## src/rtl/pc_seq_pkg.sv

```systemverilog
// Shared types and default constants for the program-counter sequencer.
package pc_seq_pkg;

    typedef enum logic [1:0] {
        BOOT   = 2'd0,
        RUN    = 2'd1,
        HALTED = 2'd2
    } seq_state_t;

    localparam logic [31:0] DEFAULT_RESET_VECTOR = 32'h0000_0000;
    localparam logic [31:0] DEFAULT_TRAP_VECTOR  = 32'h0000_0100;
    localparam int          DEFAULT_INSTR_BYTES  = 4;

    // Holds a redirect or trap that could not be applied in the cycle it arrived.
    typedef struct packed {
        logic        valid;
        logic        is_trap;
        logic [31:0] target;
    } redirect_buf_t;

endpackage

```

## src/rtl/pc_sequencer.sv

```systemverilog
// Selects the next PC value and write enable for the program counter register.
// Define PC_SEQUENCER_MISALIGN_TRAP_EN to turn misaligned redirects into traps.
module pc_sequencer
    import pc_seq_pkg::*;
#(
    parameter logic [31:0] RESET_VECTOR = DEFAULT_RESET_VECTOR,
    parameter logic [31:0] TRAP_VECTOR  = DEFAULT_TRAP_VECTOR,
    parameter int          INSTR_BYTES  = DEFAULT_INSTR_BYTES   // 2 or 4
) (
    input  logic        clk,
    input  logic        reset,
    input  logic [31:0] pc,
    input  logic        stall,
    input  logic        redirect_valid,
    input  logic [31:0] redirect_target,
    input  logic        trap_valid,
    input  logic        halt_req,
    input  logic        resume,
    output logic [31:0] next_pc,
    output logic        pc_write,
    output logic        fetch_valid,
    output logic        redirect_pending,
    output logic [31:0] stall_count
`ifdef PC_SEQUENCER_MISALIGN_TRAP_EN
    ,
    output logic        misalign_err
`endif
);

    localparam logic [31:0] LOW_MASK = 32'(INSTR_BYTES - 1);
    localparam logic [31:0] STEP     = 32'(INSTR_BYTES);

    seq_state_t    state_q, state_d;
    redirect_buf_t buf_q, buf_d;
    logic [31:0]   stall_count_q;
    logic          fetch_valid_q;
    logic          count_en;
    logic [31:0]   apply_target;

    always_comb begin
        // NOTE: every signal written here gets a default first, so no path can infer a latch.
        state_d      = state_q;
        buf_d        = buf_q;
        next_pc      = pc;
        pc_write     = 1'b0;
        count_en     = 1'b0;
        apply_target = '0;
`ifdef PC_SEQUENCER_MISALIGN_TRAP_EN
        misalign_err = 1'b0;
`endif

        unique case (state_q)
            BOOT: begin
                next_pc  = RESET_VECTOR;
                pc_write = 1'b1;
                state_d  = RUN;
            end

            RUN: begin
                // A trap buffered while halted behaves like a live trap request.
                if (trap_valid || (buf_q.valid && buf_q.is_trap)) begin
                    next_pc  = TRAP_VECTOR;
                    pc_write = 1'b1;
                    buf_d    = '0;
                end else if (stall) begin
                    count_en = 1'b1;
                    if (redirect_valid) begin
                        buf_d = '{valid: 1'b1, is_trap: 1'b0, target: redirect_target};
                    end
                end else if (redirect_valid || buf_q.valid) begin
                    apply_target = redirect_valid ? redirect_target : buf_q.target;
                    next_pc      = apply_target & ~LOW_MASK;
                    pc_write     = 1'b1;
                    buf_d        = '0;
`ifdef PC_SEQUENCER_MISALIGN_TRAP_EN
                    if ((apply_target & LOW_MASK) != '0) begin
                        next_pc      = TRAP_VECTOR;
                        misalign_err = 1'b1;
                    end
`endif
                end else begin
                    next_pc  = pc + STEP;
                    pc_write = 1'b1;
                end

                if (halt_req && !stall) begin
                    state_d = HALTED;
                end
            end

            HALTED: begin
                if (trap_valid) begin
                    buf_d.valid   = 1'b1;
                    buf_d.is_trap = 1'b1;
                end
                if (redirect_valid) begin
                    buf_d.valid  = 1'b1;
                    buf_d.target = redirect_target;
                end
                if (resume) begin
                    state_d = RUN;
                end
            end

            default: state_d = BOOT;
        endcase

        if (reset) begin
            next_pc  = RESET_VECTOR;
            pc_write = 1'b0;
`ifdef PC_SEQUENCER_MISALIGN_TRAP_EN
            misalign_err = 1'b0;
`endif
        end
    end

    always_ff @(posedge clk) begin
        // NOTE: state registers use non-blocking assignments so every flop samples pre-edge values.
        if (reset) begin
            state_q       <= BOOT;
            buf_q         <= '0;
            stall_count_q <= '0;
            fetch_valid_q <= 1'b0;
        end else begin
            state_q       <= state_d;
            buf_q         <= buf_d;
            fetch_valid_q <= (state_d == RUN);
            if (count_en && (stall_count_q != 32'hFFFF_FFFF)) begin
                stall_count_q <= stall_count_q + 32'd1;
            end
        end
    end

    assign fetch_valid      = fetch_valid_q;
    assign redirect_pending = buf_q.valid;
    assign stall_count      = stall_count_q;

endmodule

```

## config.mk

```make
export PLATFORM = sky130hd
export DESIGN_NAME = pc_sequencer
export DESIGN_NICKNAME = d
export VERILOG_FILES = /design/src/rtl/pc_seq_pkg.sv /design/src/rtl/pc_sequencer.sv
export SDC_FILE = /design/constraint.sdc
export NUM_CORES = 1
export LEC_CHECK = 0
export ABC_CLOCK_PERIOD_IN_PS = 2450
export CAP_MARGIN = 20
export CORE_ASPECT_RATIO = 1.4
export CORE_UTILIZATION = 44
export CTS_CLUSTER_DIAMETER = 150
export DETAILED_ROUTE_END_ITERATION = 16
export GPL_TIMING_DRIVEN = 0
export PLACE_DENSITY = 0.78
export SLEW_MARGIN = 20
export SYNTH_ARGS = -nofsm -noshare
export SYNTH_HDL_FRONTEND = slang
export SYNTH_SLANG_ARGS = --single-unit
export TNS_END_PERCENT = 10
```

## constraint.sdc

```tcl
create_clock -name clk -period 2.45 [get_ports clk]
set_clock_uncertainty 0.1 [all_clocks]
set_input_delay 0.245 -clock clk [delete_from_list [all_inputs] [get_ports clk]]
set_output_delay 0.245 -clock clk [all_outputs]
set_load 0.05 [all_outputs]
```

==> results of run 1 <==
[power breakdown]
part           internal [mW]  leakage, nW  switching [mW]
Combinational          0.370         2.00           0.583
Clock                  0.742        0.130           0.469
Sequential              1.11        0.545          0.0176
Total                   2.22         2.67            1.07
[cell type report]
class,count,area [um^2]
inverter,22,88.8
sequential,67,1350
tap,138,173
buffer,42,250
fill,836,3130
antenna,1,2.50
multi-input combinational,523,3710
clock buffer,15,268
clock inverter,1,7.51
timing repair buffer,156,1480
[worst max-delay path: cells and delay by family, from the launching register on]
family | cells | cell delay, ns
simple gates | 3 | 0.91
flops | 1 | 0.33
buf+inv | 2 | 0.28
compound gates | 1 | 0.26
fa+ha+maj | 1 | 0.18
[registers in the layout, indices dropped and copies added (netlist names)]
register / flops
redirect_pending: 1
stall_count: 32
fetch_valid: 1
state_q: 2
buf_q: 31
[repair_timing]
| action | in CTS | in global routing |
|---|---|---|
| gates cloned | 2 | 0 |
| pin swaps | 19 | 16 |
| gates resized for setup | 329 | 102 |
| buffers inserted | 17 | 5 |
| endpoints found under the setup margin | 85 | 80 |
[path summary, 6_finish.rpt]
path | startpoint | end | slack, ns
hold reg to reg | stall_count[10]$_SDFFE_PP0P_ | stall_count[10]$_SDFFE_PP0P_ | 0.41
setup / recovery | state_q[1]$_SDFF_PP0_ | next_pc[25] | -0.19
setup reg to reg | stall_count[15]$_SDFFE_PP0P_ | stall_count[12]$_SDFFE_PP0P_ | 0.07
hold / removal | reset | state_q[0]$_SDFF_PP0_ | 0.25
[routing by layer]
| metal | routed length, um | global-route usage (%) | part of all wire, % |
|---|---|---|---|
| met4 | 1130 | 21.4 | 5.8 |
| met3 | 1480 | 5.41 | 7.6 |
| met2 | 9790 | 58.3 | 51 |
| met5 | 0 | 0 | 0 |
| met1 | 6970 | 35.4 | 36 |
[Yosys cell counts, types with 5 or more instances]
library cell and count:
a21oi_1 55, inv_1 21, nand2b_1 5, ha_1 6
and4_1 7, o21ai_0 53, dfxtp_1 67, nand3_1 29
xnor2_1 6, a222oi_1 17, nor2_1 63, nor4_1 13
or3_1 20, a211oi_1 6, clkbuf_1 36, nand4_1 18
mux2i_1 6, a22oi_1 23, and2_1 6, and3_1 9
buf_2 5, a22o_1 18, nor3_1 15, nand2_1 51
or4_1 12, a31oi_1 10, o31ai_1 18
[cells by family after synthesis]
group / after synthesis / synth area share, %
AOI/OAI and AO/OA: 233 / 32.7
buffers and inverters: 66 / 5.31
adders and majority gates: 6 / 1.57
and+or+nand+nor: 265 / 28.8
xor gates and xnor gates: 9 / 1.65
DFF: 67 / 28.0
muxes: 9 / 1.96
==> reports/results.md, run 1 <==
| Step | Parameter | This run |
|---|---|---|
| outcome | Outcome | finished, violations left |
| outcome | Violated checks | setup timing |
| clock network | TritonCTS buffer count | 9 |
| placed design | Post-detail-place hpwl | 14000 um |
| synthesis | Sequential share of the synthesized area | 28.0% |
| setup path | Nature of the critical path endpoint | primary output |
| setup path | Maximum fanout along the worst path | 6 |
| sta | Final count of pins violating max slew | 0 |
| finish | Top library cells by usage in the layout, fill and taps aside | clkdlybuf4s50_1, dfxtp_1, nor2_1, nand2_1, a21oi_1 |
| setup path | Worst stage delay on the critical path | 0.52 ns |
| clock network | TritonCTS clock tree | built |
| clock network | Clk pin slew, worst setup/hold paths | 0.05 ns |
| drt | Initial detailed-routing violation count | 665 |
| job | MaxCap Viol Count | 0 |
| synthesis | Ys async rst share | 0% |
| global routing | Initial antenna violation count | 1 |
| setup path | Arrival time worst endpoint | 2.30 ns |
| sta | RSZ-0062 raised after global routing | yes |
| finish | Non-filler cells in the finished layout | 965 |
| sta | Final hold viol count | 0 |
| power | Total power | 3.29 mW |
| setup path | Critical Path Source Type | flop |
| sta | Worst slew pin tran | 0.772 ns |
| synthesis | Number of flops mapped to enable cells by yosys | 0 |
| floorplanning | CORE AREA | 10500 um^2 |
| drt | Wire per inst | 20.1 um |
| worst hold path | Worst Hold Path Cells | 2 |
| clock network | CTS H-Tree Depth | 3 |
| synthesis | Most common flop cell mapped by yosys | dfxtp_1 |
| clock network | Max Root-Sink Buffers | 2 |
| finish | Synthesis-to-finish area growth | 53.1% |
| clock network | # hold bufs at CTS | 0 |
| floorplanning | Count of boundary I/O pins | 138 |
| finish | Cell area after layout | 7330 um^2 |
| finish | Count of nets after finishing | 898 |
| drt | Total Wirelength | 19400 um |
| worst hold path | Kind of path behind the tightest hold check | input pin to flop |
| sta | Share of the cycle needed by the critical path after routing | 108% |
| sta | Setup_tns | -1.71 ns |
| sta | Final setup violation count | 21 |
| floorplanning | Horizontal extent of the die | 90.2 um |
| synthesis | Count of distinct cell types in the synthesized netlist | 54 |
| finish | Layout cells sized above 1 | 23.7% |
| synthesis | Synthesized instance count | 655 |
| floorplanning | Die outline height | 125 um |
| finish | Post-layout util | 70.1% |
| global routing | Largest net degree at the start of global routing | 11 |
| power | Leakage power total | 2.67 nW |
| global routing | Total congestion overflow | 0 |
| placed design | Final Wtd Congestion | 0.963 |
| power | Power density relative to cell area | 449 nW/um^2 |
| floorplanning | Area of the die | 11300 um^2 |
| synthesis | Post-Syn Area | 4790 um^2 |
| sta | Worst slew margin relative to its limit | 48.5% |
| clock network | Clock tree root buffer cell | clkbuf_16 |
| global routing | Overall track demand over capacity in global routing | 32.7% |
| global routing | Vias in the first global route | 5932 |
| drt | First drt pass iteration count | 7 |
| synthesis | Most area-consuming cells after synthesis | dfxtp_1, a21oi_1, o21ai_0 |
| floorplanning | Starting density of the core | 45.8% |
| drt | DRC violations left | 0 |
| clock network | Clk_lat worst skew | 0.33 ns |
| sta | Hold_ws | 0.247 ns |
| sta | Minimum clock period | 2.64 ns |
| power | Max VDD drop | 0.348 mV |
| synthesis | Synth Area per Inst | 7.31 um^2 |
| drt | Routed vias/inst | 6.52 |
| global routing | First-pass GRT wire length | 29600 um |
| setup path | Number of cells traversed by the worst register-to-register path | 6 |
| synthesis | Synth Net Count | 732 |
| drt | Total number of vias | 6292 |
| setup path | Critical-path cell list | inv_2 -> ha_4 -> nor2b_4 -> nand4b_1 -> or4_4 -> o311ai_4 -> buf_6 |
| synthesis | FF+latch count, synth | 67 |
| clock network | Clock sink total | 67 |
| setup path | Slowest stage cell, crit path | or4_4 |
| placed design | Number of placed instances with taps included | 926 |
| synthesis | Post-synth top area cell | dfxtp_1 |
| synthesis | Area share of the largest cell type after synthesis | 28.0% |
| drt | Number of nets with antenna violations after detailed routing | 0 |
| placed design | Worst Setup Slack post-DPL | -1.46 ns |
| sta | Peak Freq | 378 MHz |
| synthesis | Yosys warnings | 0 |
| placed design | Post-place instance area | 6430 um^2 |
| setup path | Worst EP required | 2.11 ns |
| finish | Commonest non-fill, non-tap cell in the layout | clkdlybuf4s50_1 |
| sta | Final worst setup slack | -0.192 ns |
| floorplanning | Placement row count | 44 |
| placed design | Port Buf Inserts | 133 |
| setup path | Critical path class | flop to primary output |
No activity file was read; power rests on OpenSTA's default activity.
==> inputs of run 2 (changes only) <==
Settings changed: MAX_ROUTING_LAYER set to met4.
==> run 2 against run 1 <==
Effect of this change: the flow still finishes with violations (setup timing); global-route usage grew 1.6 points; cell area is 0.63% higher; cell count is 0.52% higher; sequential cell count is the same; routed wire length increased by 2.1%; register-to-register slack worse by 0.11 ns; sequential power about the same; worst hold slack better by 0.14 ns; die area unchanged; sequential share of layout area down 0.065 points; critical path type is now input pin to primary output; largest cell class unchanged.
==> reports/results.md, run 2 (same netlist as run 1, synthesis figures left out) <==
| Step | Parameter | This run |
|---|---|---|
| sta | RSZ-0062 raised after global routing | yes |
| finish | Multi-input gate area | 3680 um^2 |
| finish | Commonest non-fill, non-tap cell in the layout | clkdlybuf4s50_1 |
| clock network | Clock tree root buffer cell | clkbuf_16 |
| floorplanning | Die outline height | 125 um |
| global routing | Overall track demand over capacity in global routing | 34.3% |
| drt | Total Wirelength | 19800 um |
| floorplanning | Area of the die | 11300 um^2 |
| floorplanning | Count of boundary I/O pins | 138 |
| power | Max VDD drop | 0.354 mV |
| clock network | CTS H-Tree Depth | 3 |
| job | MaxCap Viol Count | 0 |
| placed design | Final Wtd Congestion | 0.979 |
| setup path | R2R Setup Slk | -0.04 ns |
| floorplanning | CORE AREA | 10500 um^2 |
| drt | Wire per inst | 20.4 um |
| worst hold path | Critical hold path startpoint | reset |
| worst hold path | Hold path endpoint | state_q[0]$_SDFF_PP0_ |
| drt | Routed vias/inst | 6.59 |
| setup path | Nature of the critical path endpoint | primary output |
| sta | Final setup violation count | 28 |
| sta | Hold_ws | 0.382 ns |
| finish | Count of nets after finishing | 903 |
| finish | Synthesis-to-finish area growth | 54.1% |
| finish | Sequential standard cell area | 1350 um^2 |
| drt | DRC violations left | 0 |
| sta | Peak Freq | 370 MHz |
| finish | Top library cells by usage in the layout, fill and taps aside | clkdlybuf4s50_1, dfxtp_1, nor2_1, nand2_1, a21oi_1 |
| outcome | Outcome | finished, violations left |
| sta | Share of the cycle needed by the critical path after routing | 110% |
| clock network | Clk pin slew, worst setup/hold paths | 0.06 ns |
| placed design | Port Buf Inserts | 133 |
| global routing | First-pass GRT wire length | 30100 um |
| drt | Number of nets with antenna violations after detailed routing | 0 |
| clock network | Clock sink total | 67 |
| global routing | Total congestion overflow | 0 |
| worst hold path | Worst Hold Path Cells | 2 |
| outcome | Violated checks | setup timing |
| sta | Final count of pins violating max slew | 0 |
| power | Leakage power total | 2.66 nW |
| setup path | Critical path class | input pin to primary output |
| global routing | Largest net degree at the start of global routing | 13 |
| finish | Layout cells sized above 1 | 23.9% |
| sta | Worst slew pin tran | 0.774 ns |
| sta | Worst slew margin relative to its limit | 48.4% |
| sta | Setup_tns | -2.95 ns |
| floorplanning | Horizontal extent of the die | 90.2 um |
| drt | First drt pass iteration count | 8 |
| sta | Final worst setup slack | -0.252 ns |
| clock network | Max Root-Sink Buffers | 2 |
| global routing | Vias in the first global route | 6023 |
| global routing | Initial antenna violation count | 1 |
| clock network | Clk_lat worst skew | 0.34 ns |
| clock network | TritonCTS buffer count | 9 |
| setup path | Endpoint of the most critical register-to-register path | stall_count[26]$_SDFFE_PP0P_ |
| worst hold path | Kind of path behind the tightest hold check | input pin to flop |
| clock network | TritonCTS clock tree | built |
| setup path | Critical Path Source Type | input pin |
| setup path | FF-to-FF Start | state_q[1]$_SDFF_PP0_ |
| drt | Total number of vias | 6389 |
| drt | Initial detailed-routing violation count | 788 |
| finish | Flip-flop count of the largest register after layout | 32 |
| sta | Final hold viol count | 0 |
| floorplanning | Placement row count | 44 |
| placed design | Post-detail-place hpwl | 14100 um |
| power | Power density relative to cell area | 455 nW/um^2 |
| setup path | Worst EP required | 2.11 ns |
| setup path | Maximum fanout along the worst path | 5 |
| finish | Number of filler cells placed in the layout | 843 |
| floorplanning | Starting density of the core | 45.8% |
| sta | Minimum clock period | 2.70 ns |
| setup path | Arrival time worst endpoint | 2.36 ns |
| setup path | Number of cells traversed by the worst register-to-register path | 9 |
## run 2: cell types whose count changed in the layout (fill, tap and decap cells not counted), moves of 4 or more
cell,previous run,this run
nor3_2,2,6
buf_2,10,5
o21ai_1,5,9
nor4_2,1,5
dlygate4sd2_1,5,9
## run 2: layout make-up
cell class / count / share of cell area [%]
clock inverter: 5 / 0.492
antenna: 1 / 0.0339
tap: 138 / 2.34
clock buffer: 11 / 3.43
inverter: 22 / 1.29
buffer: 42 / 3.39
timing repair buffer: 162 / 20.7
multi-input combinational: 522 / 50.0
sequential: 67 / 18.4
## run 2: timing repair
action	CTS	global route
pin swaps	16	16
gates cloned	0	0
buffers inserted	16	13
hold endpoints to repair	0	0
hold buffers	0	0
gates resized for setup	313	83
endpoints found under the setup margin	86	87
## run 2: routing by layer
| layer | global-route usage (%) | vias to the layer above | share of wire, % |
|---|---|---|---|
| li1 | - | 2877 | - |
| met1 | 35.9 | 2988 | 35 |
| met2 | 59.5 | 414 | 50 |
| met3 | 5.41 | 110 | 8.1 |
| met4 | 22.0 | 0 | 6.3 |
| met5 | - | - | 0 |
## run 2: worst max-delay path by stage
stage                                        startpoint           to  slack (ns)  depth (start not counted)
after floorplan                   state_q[1]$_SDFF_PP0_   next_pc[6]       -0.19                          9
after global placement                       trap_valid  next_pc[27]       -1.42                          8
after detailed placement                     trap_valid  next_pc[27]       -1.42                          8
after CTS                 redirect_pending$_SDFFE_PP0P_  next_pc[27]       -0.19                          6
after global routing                              stall  next_pc[29]       -0.25                          6
final                                             stall  next_pc[29]       -0.25                          6
## run 2: per-stage QoR
stage / cell area, um^2 / util, % / worst slack [ns] / total power, mW / std cells
3_3_place_gp: 6430 / 61.5 / -1.42 / 1.96 / 926
3_5_place_dp: 6430 / 61.5 / -1.42 / 1.97 / 926
4_1_cts: 7070 / 67.6 / -0.189 / 3.27 / 957
2_1_floorplan: 4930 / - / -0.189 / 1.63 / 655
6_report: 7370 / 70.5 / -0.252 / 3.36 / 970
5_1_grt: 7370 / 70.5 / -0.250 / 3.46 / 970
## run 2: power breakdown
part	internal [mW]	switching, mW	total [mW]
combinational	0.383	0.595	0.978
clock	0.741	0.509	1.25
sequential	1.11	0.0162	1.13
total	2.24	1.12	3.36
## run 2: worst max-delay path, cell delays in order
cell	delay [ns]
clkdlybuf4s50_1	0.56
a21oi_4	0.24
nand4b_1	0.21
or4_4	0.60
o311ai_4	0.29
buf_6	0.20
==> inputs of run 3 (changes only) <==
Settings changed: CAP_MARGIN 20 to not set, GPL_TIMING_DRIVEN 0 to not set.
==> run 3 against run 2 <==
Effect of this change: worst hold slack worse by 0.096 ns; sequential cell count unchanged; core utilization up 6.7 points; setup slack better by 0.033 ns; critical path type is now flop to primary output; highest routed layer unchanged; the flow still finishes with violations (setup timing).
==> reports/results.md, run 3 (same netlist as run 1, synthesis figures left out) <==
| Step | Parameter | This run |
|---|---|---|
| outcome | Outcome | finished, violations left |
| outcome | Violated checks | setup timing |
| floorplanning | Area of the die | 11300 um^2 |
| worst hold path | Kind of path behind the tightest hold check | input pin to flop |
| clock network | TritonCTS clock tree | built |
| drt | DRC violations left | 0 |
| finish | Commonest non-fill, non-tap cell in the layout | buf_4 |
| setup path | Start point of the critical path | state_q[1]$_SDFF_PP0_ |
| setup path | Endpoint of the most critical register-to-register path | stall_count[28]$_SDFFE_PP0P_ |
| finish | Count of nets after finishing | 953 |
| global routing | Initial antenna violation count | 1 |
| setup path | FF-to-FF Start | state_q[1]$_SDFF_PP0_ |
| finish | Layout cells sized above 1 | 27.6% |
| sta | Share of the cycle needed by the critical path after routing | 109% |
| drt | First drt pass iteration count | 6 |
| drt | Wire per inst | 19.1 um |
| floorplanning | Die outline height | 125 um |
| setup path | Nature of the critical path endpoint | primary output |
| clock network | Clk pin slew, worst setup/hold paths | 0.06 ns |
| sta | RSZ-0062 raised after global routing | yes |
| drt | Total Wirelength | 19400 um |
| finish | Top library cells by usage in the layout, fill and taps aside | buf_4, clkdlybuf4s50_1, dfxtp_1, nor2_1 |
| drt | Routed vias/inst | 6.32 |
| worst hold path | Critical hold path startpoint | redirect_valid |
| finish | Number of filler cells placed in the layout | 747 |
| global routing | Busiest metal layer after global routing | met2 |
| clock network | Clock tree root buffer cell | clkbuf_16 |
| drt | Total number of vias | 6448 |
| clock network | Clock sink total | 67 |
| global routing | Overall track demand over capacity in global routing | 34.3% |
| sta | Worst slew margin relative to its limit | 56.2% |
| sta | Minimum clock period | 2.67 ns |
| global routing | Total congestion overflow | 0 |
| floorplanning | Starting density of the core | 45.8% |
| worst hold path | Hold path endpoint | redirect_pending$_SDFFE_PP0P_ |
| sta | Peak Freq | 375 MHz |
| global routing | GRT met1 Usage | 35.2% |
| clock network | Clk_lat worst skew | 0.33 ns |
| finish | Synthesis-to-finish area growth | 68.7% |
| power | Total power | 3.66 mW |
| job | MaxCap Viol Count | 0 |
| floorplanning | CORE AREA | 10500 um^2 |
| floorplanning | Count of boundary I/O pins | 138 |
| drt | Initial detailed-routing violation count | 623 |
| floorplanning | Horizontal extent of the die | 90.2 um |
| sta | Final setup violation count | 26 |
| global routing | Vias in the first global route | 6298 |
| setup path | R2R Setup Slk | 0.09 ns |
| power | Max VDD drop | 0.316 mV |
| drt | Number of nets with antenna violations after detailed routing | 0 |
| placed design | Port Buf Inserts | 135 |
| placed design | Number of placed instances with taps included | 997 |
| setup path | Number of cells traversed by the worst register-to-register path | 8 |
| power | Power density relative to cell area | 453 nW/um^2 |
| finish | Flip-flop count of the largest register after layout | 32 |
| sta | Final worst setup slack | -0.218 ns |
| sta | Final count of pins violating max slew | 0 |
| setup path | Critical Path Source Type | flop |
| setup path | Maximum fanout along the worst path | 3 |
| setup path | Arrival time worst endpoint | 2.32 ns |
| setup path | Critical path class | flop to primary output |
| clock network | Max Root-Sink Buffers | 2 |
| global routing | Routing usage on met3 | 5.47% |
| setup path | Worst EP required | 2.11 ns |
| global routing | GR Layer Usage met2 | 62.3% |
| placed design | Post-detail-place hpwl | 14300 um |
| clock network | CTS H-Tree Depth | 3 |
| power | Leakage power total | 3.06 nW |
| placed design | Final Wtd Congestion | 0.991 |
| global routing | Largest net degree at the start of global routing | 60 |
| global routing | First-pass GRT wire length | 30500 um |
| finish | Non-filler cells in the finished layout | 1020 |
| clock network | TritonCTS buffer count | 9 |
| sta | Final hold viol count | 0 |
| floorplanning | Placement row count | 44 |
| worst hold path | Worst Hold Path Cells | 3 |
| sta | Worst slew pin tran | 0.657 ns |
==> run 3: critical path, stage by stage (launching register included) <==
cell,delay (ns)
dfxtp_2,0.33
inv_4,0.06
ha_4,0.12
nor2b_4,0.17
nand4b_1,0.23
or4_4,0.61
o311ai_4,0.29
buf_12,0.18
==> run 3: what timing repair did <==
item	CTS	global route
resized for setup	41	38
hold buffers	0	0
pin swaps	15	6
buffers inserted	2	4
endpoints found under the hold margin	0	0
endpoints found under the setup margin	33	46
==> run 3: report_power, final <==
part | switching, mW | internal, mW | leakage (nW)
logic | 0.582 | 0.492 | 2.36
registers | 0.0210 | 1.11 | 0.543
clock network | 0.505 | 0.950 | 0.158
==> run 3: area by class of cell <==
type	instances	area [um^2]	share of cell area, %
Multi-Input combinational cell	522	3540	43.8
Timing Repair Buffer	254	2590	32.1
Sequential cell	67	1350	16.7
Clock buffer	11	253	3.13
Tap cell	138	173	2.14
Inverter	22	85.1	1.05
Clock inverter	5	83.8	1.04
Antenna cell	1	2.50	0.0310
==> run 3: per-stage QoR <==
stage	instance area [um^2]	hold slack (ns)	worst slack, ns	setup TNS [ns]	utilization [%]
after floorplan	4930	0.293	-0.189	-2.10	-
after global placement	7440	0.370	-0.386	-7.54	71.2
after detailed placement	7440	0.394	-0.373	-10.56	71.2
after CTS	7900	0.281	-0.172	-2.36	75.5
after global routing	8080	0.323	-0.272	-4.59	77.2
final	8080	0.286	-0.218	-2.35	77.2
==> run 3: how the worst max path moves through the flow <==
stage / slack (ns) / cells past startpoint / endpoint
after floorplan: -0.19 / 9 / next_pc[6]
after global placement: -0.39 / 6 / next_pc[27]
after detailed placement: -0.37 / 6 / next_pc[27]
after CTS: -0.17 / 7 / next_pc[25]
after global routing: -0.27 / 7 / next_pc[29]
final: -0.22 / 7 / next_pc[27]
==> run 3: routing by layer <==
metal	share of wire (%)	vias to the layer above
li1	-	2977
met1	36	3045
met2	53	348
met3	6.3	78
met4	4.8	0
met5	0	-
